## config.mk

```make
export PLATFORM = sky130hd
export DESIGN_NAME = bcd_sum_display_flat
export DESIGN_NICKNAME = d
export VERILOG_FILES = /design/src/rtl/bcd_disp_pkg.sv /design/src/rtl/bcd_sum_display_if.sv /design/src/rtl/bcd_to_seg7.sv /design/src/rtl/bcd_sum_display.sv /design/src/flat_wrapper.sv
export SDC_FILE = /design/constraint.sdc
export NUM_CORES = 1
export LEC_CHECK = 0
export BUFFER_PORTS_ARGS = -buffer_cell sky130_fd_sc_hd__buf_2
export CAP_MARGIN = 20
export CORE_ASPECT_RATIO = 0.9
export CORE_UTILIZATION = 51
export CTS_CLUSTER_DIAMETER = 100
export DETAILED_ROUTE_END_ITERATION = 6
export GPL_TIMING_DRIVEN = 0
export PLACE_DENSITY = 0.75
export SLEW_MARGIN = 20
export SYNTH_ARGS = -nofsm -noshare
export SYNTH_HDL_FRONTEND = slang
export SYNTH_HIERARCHICAL = 1
export SYNTH_SLANG_ARGS = --single-unit
```

## constraint.sdc

```tcl
create_clock -name clk -period 1.9 [get_ports clk]
set_input_delay 0.38 -clock clk [delete_from_list [all_inputs] [get_ports clk]]
set_output_delay 0.38 -clock clk [all_outputs]
set_load 0.005 [all_outputs]
```

## src/rtl/bcd_disp_pkg.sv

```systemverilog
// Shared constants and types for the BCD sum display: active-low 7-segment
// patterns, digit slot index and anode encodings.
package bcd_disp_pkg;

    localparam logic [6:0] SEG_0     = 7'h40;
    localparam logic [6:0] SEG_1     = 7'h79;
    localparam logic [6:0] SEG_2     = 7'h24;
    localparam logic [6:0] SEG_3     = 7'h30;
    localparam logic [6:0] SEG_4     = 7'h19;
    localparam logic [6:0] SEG_5     = 7'h12;
    localparam logic [6:0] SEG_6     = 7'h02;
    localparam logic [6:0] SEG_7     = 7'h78;
    localparam logic [6:0] SEG_8     = 7'h00;
    localparam logic [6:0] SEG_9     = 7'h10;
    localparam logic [6:0] SEG_E     = 7'h06;
    localparam logic [6:0] SEG_BLANK = 7'h7F;

    localparam logic [3:0] AN_OFF    = 4'hF;

    typedef enum logic [1:0] {
        IDX_UNITS    = 2'd0,
        IDX_TENS     = 2'd1,
        IDX_HUNDREDS = 2'd2,
        IDX_STATUS   = 2'd3
    } digit_idx_t;

    function automatic digit_idx_t next_digit(input digit_idx_t d);
        case (d)
            IDX_UNITS:    next_digit = IDX_TENS;
            IDX_TENS:     next_digit = IDX_HUNDREDS;
            IDX_HUNDREDS: next_digit = IDX_STATUS;
            default:      next_digit = IDX_UNITS;
        endcase
    endfunction

    function automatic logic bcd_invalid(input logic [7:0] b);
        bcd_invalid = (b[7:4] > 4'd9) || (b[3:0] > 4'd9);
    endfunction

endpackage

```

## src/rtl/bcd_sum_display_if.sv

```systemverilog
// Bus between the BCD adder side (master) and the display driver (slave):
// sum strobe/data in, multiplexed 7-segment drive and error flag out.
interface bcd_sum_display_if;

    logic       sum_valid;
    logic [7:0] sum_bcd;
    logic       sum_cout;
    logic [6:0] seg;
    logic       dp;
    logic [3:0] an;
    logic       bcd_err;

    modport master (
        output sum_valid, sum_bcd, sum_cout,
        input  seg, dp, an, bcd_err
    );

    modport slave (
        input  sum_valid, sum_bcd, sum_cout,
        output seg, dp, an, bcd_err
    );

endinterface

```

## src/rtl/bcd_to_seg7.sv

```systemverilog
// Combinational nibble to active-low 7-segment decoder; non-BCD nibbles show 'E'.
module bcd_to_seg7
    import bcd_disp_pkg::*;
(
    input  logic [3:0] nib,
    output logic [6:0] seg
);

    always_comb begin
        seg = SEG_E;
        case (nib)
            4'd0: seg = SEG_0;
            4'd1: seg = SEG_1;
            4'd2: seg = SEG_2;
            4'd3: seg = SEG_3;
            4'd4: seg = SEG_4;
            4'd5: seg = SEG_5;
            4'd6: seg = SEG_6;
            4'd7: seg = SEG_7;
            4'd8: seg = SEG_8;
            4'd9: seg = SEG_9;
            default: seg = SEG_E;
        endcase
    end

endmodule

```

## src/rtl/bcd_sum_display.sv

```systemverilog
// Captures the BCD adder sum and scans it onto a 4-digit common-anode display
// with a per-slot ghost window. Define LEADING_ZERO_BLANK_EN to blank leading zeros.
module bcd_sum_display
    import bcd_disp_pkg::*;
#(
    parameter int unsigned REFRESH_DIV = 100000,
    parameter int unsigned GHOST_CYC   = 2
) (
    input  logic               clk,
    input  logic               rst,
    bcd_sum_display_if.slave   bus
);

    localparam int unsigned PW = (REFRESH_DIV > 1) ? $clog2(REFRESH_DIV) : 1;

    logic [PW-1:0] presc;
    digit_idx_t    idx;
    logic [7:0]    hold_bcd;
    logic          hold_cout;
    logic          err_q;
    logic [6:0]    seg_q;
    logic [3:0]    an_q;
    logic          dp_q;

    logic [3:0]    nib;
    logic [6:0]    nib_seg;
    logic [6:0]    slot_seg;
    logic [3:0]    slot_an;

    always_comb begin
        nib = '0;
        case (idx)
            IDX_UNITS:    nib = hold_bcd[3:0];
            IDX_TENS:     nib = hold_bcd[7:4];
            IDX_HUNDREDS: nib = {3'b000, hold_cout};
            default:      nib = '0;
        endcase
    end

    bcd_to_seg7 u_dec (
        .nib (nib),
        .seg (nib_seg)
    );

    always_comb begin
        slot_seg = SEG_BLANK;
        slot_an  = AN_OFF;
        case (idx)
            IDX_UNITS: begin
                slot_seg = nib_seg;
                slot_an  = 4'b1110;
            end
            IDX_TENS: begin
                slot_seg = nib_seg;
                slot_an  = 4'b1101;
`ifdef LEADING_ZERO_BLANK_EN
                if (!hold_cout && (hold_bcd[7:4] == 4'd0))
                    slot_seg = SEG_BLANK;
`endif
            end
            IDX_HUNDREDS: begin
                slot_seg = nib_seg;
                slot_an  = 4'b1011;
`ifdef LEADING_ZERO_BLANK_EN
                if (!hold_cout)
                    slot_seg = SEG_BLANK;
`endif
            end
            default: begin
                slot_seg = err_q ? SEG_E : SEG_BLANK;
                slot_an  = 4'b0111;
            end
        endcase
    end

    // Outputs follow the pre-edge prescaler/idx/hold, so a capture shows on the
    // next registered cycle and a capture at wrap lands before the ghost ends.
    always_ff @(posedge clk) begin
        if (rst) begin
            hold_bcd  <= '0;
            hold_cout <= 1'b0;
            err_q     <= 1'b0;
            presc     <= '0;
            idx       <= IDX_UNITS;
            seg_q     <= SEG_BLANK;
            an_q      <= AN_OFF;
            dp_q      <= 1'b1;
        end else begin
            if (bus.sum_valid) begin
                hold_bcd  <= bus.sum_bcd;
                hold_cout <= bus.sum_cout;
                err_q     <= bcd_invalid(bus.sum_bcd);
            end

            if (presc == PW'(REFRESH_DIV - 1)) begin
                presc <= '0;
                idx   <= next_digit(idx);
            end else begin
                presc <= presc + 1'b1;
            end

            if (presc < PW'(GHOST_CYC)) begin
                seg_q <= SEG_BLANK;
                an_q  <= AN_OFF;
            end else begin
                seg_q <= slot_seg;
                an_q  <= slot_an;
            end
            dp_q <= 1'b1;
        end
    end

    assign bus.seg     = seg_q;
    assign bus.an      = an_q;
    assign bus.dp      = dp_q;
    assign bus.bcd_err = err_q;

endmodule

```

## src/flat_wrapper.sv

```systemverilog
// flat-port wrapper written by rule: the top's interface ports become plain ports
module bcd_sum_display_flat import bcd_disp_pkg::*;
#(
    parameter int unsigned REFRESH_DIV = 100000,
    parameter int unsigned GHOST_CYC   = 2
)
  (clk, rst, bus_sum_valid, bus_sum_bcd, bus_sum_cout, bus_seg, bus_dp, bus_an, bus_bcd_err);
  bcd_sum_display_if bus_i ();
  input  logic clk;
  input  logic rst;
  input wire logic [$bits(bus_i.sum_valid)-1:0] bus_sum_valid;
  input wire logic [$bits(bus_i.sum_bcd)-1:0] bus_sum_bcd;
  input wire logic [$bits(bus_i.sum_cout)-1:0] bus_sum_cout;
  output wire logic [$bits(bus_i.seg)-1:0] bus_seg;
  output wire logic [$bits(bus_i.dp)-1:0] bus_dp;
  output wire logic [$bits(bus_i.an)-1:0] bus_an;
  output wire logic [$bits(bus_i.bcd_err)-1:0] bus_bcd_err;
  assign bus_i.sum_valid = bus_sum_valid;
  assign bus_i.sum_bcd = bus_sum_bcd;
  assign bus_i.sum_cout = bus_sum_cout;
  assign bus_seg = bus_i.seg;
  assign bus_dp = bus_i.dp;
  assign bus_an = bus_i.an;
  assign bus_bcd_err = bus_i.bcd_err;
  bcd_sum_display #(.REFRESH_DIV(REFRESH_DIV), .GHOST_CYC(GHOST_CYC)) u_core (.clk(clk), .rst(rst), .bus(bus_i));
endmodule
```

[Word-level counts from Yosys, hierarchy flattened]
Memories as Yosys holds them, arrays and structs flattened.
Index checks and enable logic that the tools add are counted.
Word-level totals
  memories: 1
  bits in read-only memories: 112
  logic and storage cells: 25
  bits in registers: 40
Operators by class
  reduce and logical (&&, ||, !) cells: 5
  eq/ne operators: 3
  mux-type cells: 5
  order comparisons: 3
  add/subtract/negate cells: 1
Memory list
  (name not given): depth 16, bits a word 7, rd ports 1, clocked after memory_dff 0, wr ports 0, line bcd_to_seg7.sv:11  | case (nib)
Operators with widths (count)
  $pmux 4 s3: 2
  $add 17x1->17 const B: 1
  $eq 17x17->1 const B: 1
  $lt 17x2->1 const B: 1
  $mux 7: 2
  $gt 4x4->1 const B: 2
  $pmux 2 s3: 1
  $reduce_or 2->1: 2
  $reduce_or 3->1: 1
  $eq 2x1->1 const B: 1
  $eq 2x2->1 const B: 1
  $logic_not 2->1: 1
  $logic_or 1x1->1: 1

[Depth between registers and ports, before layout]
An unclocked memory read counts as a cell.
  depth in word-level cells: 4
  depth in mapped cells: 10
  mapped depth without buffers: 10

[Modules after synthesis]
Netlist, hierarchy kept.
By module, submodules not included
  bcd_sum_display: area each 1675.4 sq um, seq. area each 800.8 sq um, instances 1, cells an instance 185
  bcd_to_seg7: area each 186.4 sq um, seq. area each 0.0 sq um, instances 1, cells an instance 27

[Worst setup path after synthesis]
OpenSTA, ideal clock, no wires.
  path type: register -> register
  from: register u_core.idx[0]
  to: register u_core.seg_q[3] (netlist: u_core/bus.seg[3])
  arrival time: 1790 ps
  buffers on the path: 0
  stages on the path, launching flop included: 11
  required time: 1839 ps
  setup slack: 49 ps
  library setup time: 61 ps
  clock period less this slack: 1851 ps
  path through: dfxtp_1 inv_1 ha_1 a222oi_1 nor2_1 inv_1 ha_1 nand2b_1 a21oi_1 o21ai_0 nand2_1
On the way
  word-level cells in the longest chain between the ends: 4
RTL lines
  from (decl): line bcd_sum_display.sv:17  | digit_idx_t idx;
  from (signal assigned): line bcd_sum_display.sv:97  | idx <= next_digit(idx);
  $eq 2x2->1, or another cell as far along: line bcd_sum_display.sv:32  | case (idx)
  $pmux 4 s3 (*): line bcd_sum_display.sv:32
  named net u_core.nib[0]: line bcd_sum_display.sv:25  | logic [3:0] nib;
  $mem_v2 16x7 (*)
  named net u_core.nib_seg[3]: line bcd_sum_display.sv:26  | logic [6:0] nib_seg;
  $mux 7 (*): line bcd_sum_display.sv:48  | case (idx)
  to (signal assigned): line bcd_sum_display.sv:106  | seg_q <= slot_seg;
  to (decl): line bcd_sum_display.sv:21  | logic [6:0] seg_q;
The timed path passes the listed nets; every way through them passes the cells marked *.
A chain may end at the register's enable or synchronous reset.

[Worst setup path after layout]
Same ends and word-level chain as after synthesis.

==> out/metrics.cfg <==
[worst_setup_path]
path_max_fanout = 4
timing.critical_path.buf_inv = 2
start_kind = flip-flop
cp_slowest_stage_delay_ps = 550
crit_family = compound AO/OA/AOI/OAI gates
critical_path_class = flip-flop to flip-flop
cp_data_arrival_time_ps = 2260
crit_chain = inv_4 > ha_4 > a222oi_1 > nor2_4 > inv_2 > ha_4 > nand2b_4 > a21oi_2 > o21ai_1 > nand2_1
cp-end-kind = flip-flop
crit_top_cell = ha_4
cpMaxStageDelayCell = a222oi_1
required_ps = 2140

[logic_synthesis]
syn_nets = 234
syn_area_sq_um = 1860
synth-async-reset-ratio_pct = 0
synth_area_leaders = dfxtp_1 43%, nor2_1 8.1%, ha_1 6.7%
synth_seq_cells = 40
synth_cell_type_count = 34
synth-edff-count = 0
ys_seq_area_share_pct = 43.0
synth_top_flop_cell = dfxtp_1
synth.largest_area_cell = dfxtp_1
synth_top_area_share_pct = 43.0
ys_warn_count = 6
syn_inst = 212
avgSynthCellArea_sq_um = 8.78

[clock_tree]
insertion_delay_ps = 300
tritoncts = yes
h-tree-depth = 2
cts_buffers = 5
clock_sinks = 40
clock_path_buffers = 2
cts-root-buf = clkbuf_8
path_clk_slew_ps = 80
cts_hold_buf = 0

[global_route]
antenna_found_initial = 0
grt_max_degree = 14
grt_pass1_wl_mm = 5.91
use_met3_pct = 7.12
grt_overflow = 0
grt_util_met1_pct = 27.8
grt_use_met2_pct = 30.0
grt_busiest_layer = met2
gr-usage-all-layers_pct = 20.3
grt_pass1_vias = 1305

[finish]
fin_area_sq_um = 2320
layout_common_cells = 38 x nor2_1, 37 x dfxtp_1, 26 x buf_2, 20 x nand2_1, 12 x mux2i_1
area_growth_pct = 24.6
fill_cells = 271
n_antenna_cell = 0
fin_nets = 271
layoutNonFillerInstCount = 294
mostFrequentLayoutCell = nor2_1
drive_gt1_share_pct = 26.8

[placement]
gp_congestion = 0.859
place_inst = 279
dp_hpwl_mm = 2.53
numPortBuffers = 23
dpl-instance-area_sq_um = 2030

[timing]
finClkSkew_ps = 7.51
slew_viol_final = 0
worst_slack_ps = -112
fin_crit_ps = 2010
fmax_ghz = 0.497
setup_viol = 6
rsz0062_at_grt = true
hold_viol = 0
slew_headroom_pct = 56.5
worst_slew_pin_slew_ps = 653
finalCritPeriodShare_pct = 106

[detailed_routing]
vias = 1541
wl_per_cell_um = 12.7
firstDrtPassIters = 5
ant_nets = 0
routed_wl_mm = 3.72
drt_iter0_drc = 79
drc = 0
vias_per_cell = 5.24

[power_and_ir_drop]
ir_drop_mv = 0.523
leakagePower_nw = 0.883
power_density_nw_per_um2 = 756

[floorplan]
placeableCoreArea_sq_um = 3430
die_width_um = 65.7
die_h_um = 59.3
io_pins = 25
rows = 20
dieArea_sq_um = 3900
start_util_pct = 54.3

[run]
cap_violations = 0

[run_status]
violations = setup timing
outcome = finished, violations left

[min_path]
hp-class = input port to flip-flop

-- Yosys cell counts, drive strengths merged (6+ instances only) --
master / instances
dfxtp: 40
nor2: 40
nand2: 20
mux2i: 12
ha: 10
xnor2: 10
a21oi: 7
inv: 7
o21ai: 7
buf: 6
clkbuf: 6
nand4: 6
-- worst min-delay path, cell delays in order --
cell,delay (ps)
buf_2,80
mux2i_1,50
nor2_1,70
-- metrics by stage --
stage	setup slack, ps	hold WS, ps	TNS, ps	utilization, %	power (mW)
2_1_floorplan	48.7	429	0	-	1.01
3_3_place_gp	-148	447	-522	59.3	1.06
3_5_place_dp	-199	457	-794	59.3	1.06
4_1_cts	-34.6	314	-56.5	63.9	1.75
5_1_grt	-193	330	-940	67.7	1.82
6_report	-112	316	-383	67.7	1.75
-- worst paths after layout --
| path | startpoint | endpoint | slack, ps | cells past startpoint |
|---|---|---|---|---|
| worst max-delay path | u_core/idx[0]$_SDFFE_PP0N_ | u_core/bus.seg[3]$_SDFF_PP1_ | -110 | 10 |
| worst min-delay path | bus_sum_cout | u_core/hold_cout$_SDFFE_PP0P_ | 320 | 3 |
| worst max register to register | u_core/idx[0]$_SDFFE_PP0N_ | u_core/bus.seg[3]$_SDFF_PP1_ | -110 | 10 |
| worst min register to register | u_core/presc[0]$_SDFF_PP0_ | u_core/presc[0]$_SDFF_PP0_ | 470 | 1 |
-- area by class of cell --
cell class	count	area (sq um)	area share [%]
inverter	7	28.8	1.24
multi-input combinational	153	1060	45.6
clock buffer	5	68.8	2.97
buffer	11	75.1	3.24
tap	44	55.1	2.37
clock inverter	3	42.5	1.83
sequential	40	812	35.0
timing repair buffer	31	179	7.71
-- per-layer routing --
layer	vias to the layer above	wire length, um
met4	0	8
li1	793	-
met3	2	203
met5	-	0
met1	695	1840
met2	51	1670
-- sequential cells by signal, indices dropped and copies added, names as in the netlist --
| name | count |
|---|---|
| u_core/idx | 2 |
| u_core/bus.bcd_err | 1 |
| u_core/hold_bcd | 8 |
| u_core/bus.an | 4 |
| u_core/bus.seg | 7 |
| u_core/presc | 17 |
| u_core/hold_cout | 1 |
-- cell families after synthesis --
kind of cell / after synthesis / share of synthesized area [%]
AND/OR/NAND/NOR: 93 / 24.2
AO/OA/AOI/OAI: 24 / 7.93
buffers and inverters: 19 / 5.38
adder cells (fa/ha/maj): 10 / 6.72
XOR/XNOR: 13 / 6.12
multiplexers: 12 / 6.45
flip-flops: 40 / 43.0
other: 1 / 0.201
-- where the power goes --
part           total [mW]  switching, mW  internal, mW  leakage [nW]
combinational       0.180         0.0943        0.0858         0.500
clock               0.691          0.303         0.388        0.0541
sequential          0.882         0.0150         0.867         0.329
total                1.75          0.412          1.34         0.883
-- timing repair --
action                                  CTS  global route
endpoints found under the setup margin    7            17
buffers inserted                          2             6
resized for setup                        15            23
hold endpoints to repair                  0             0
pin swaps                                 3            11
(Power assumes the default switching activity.)
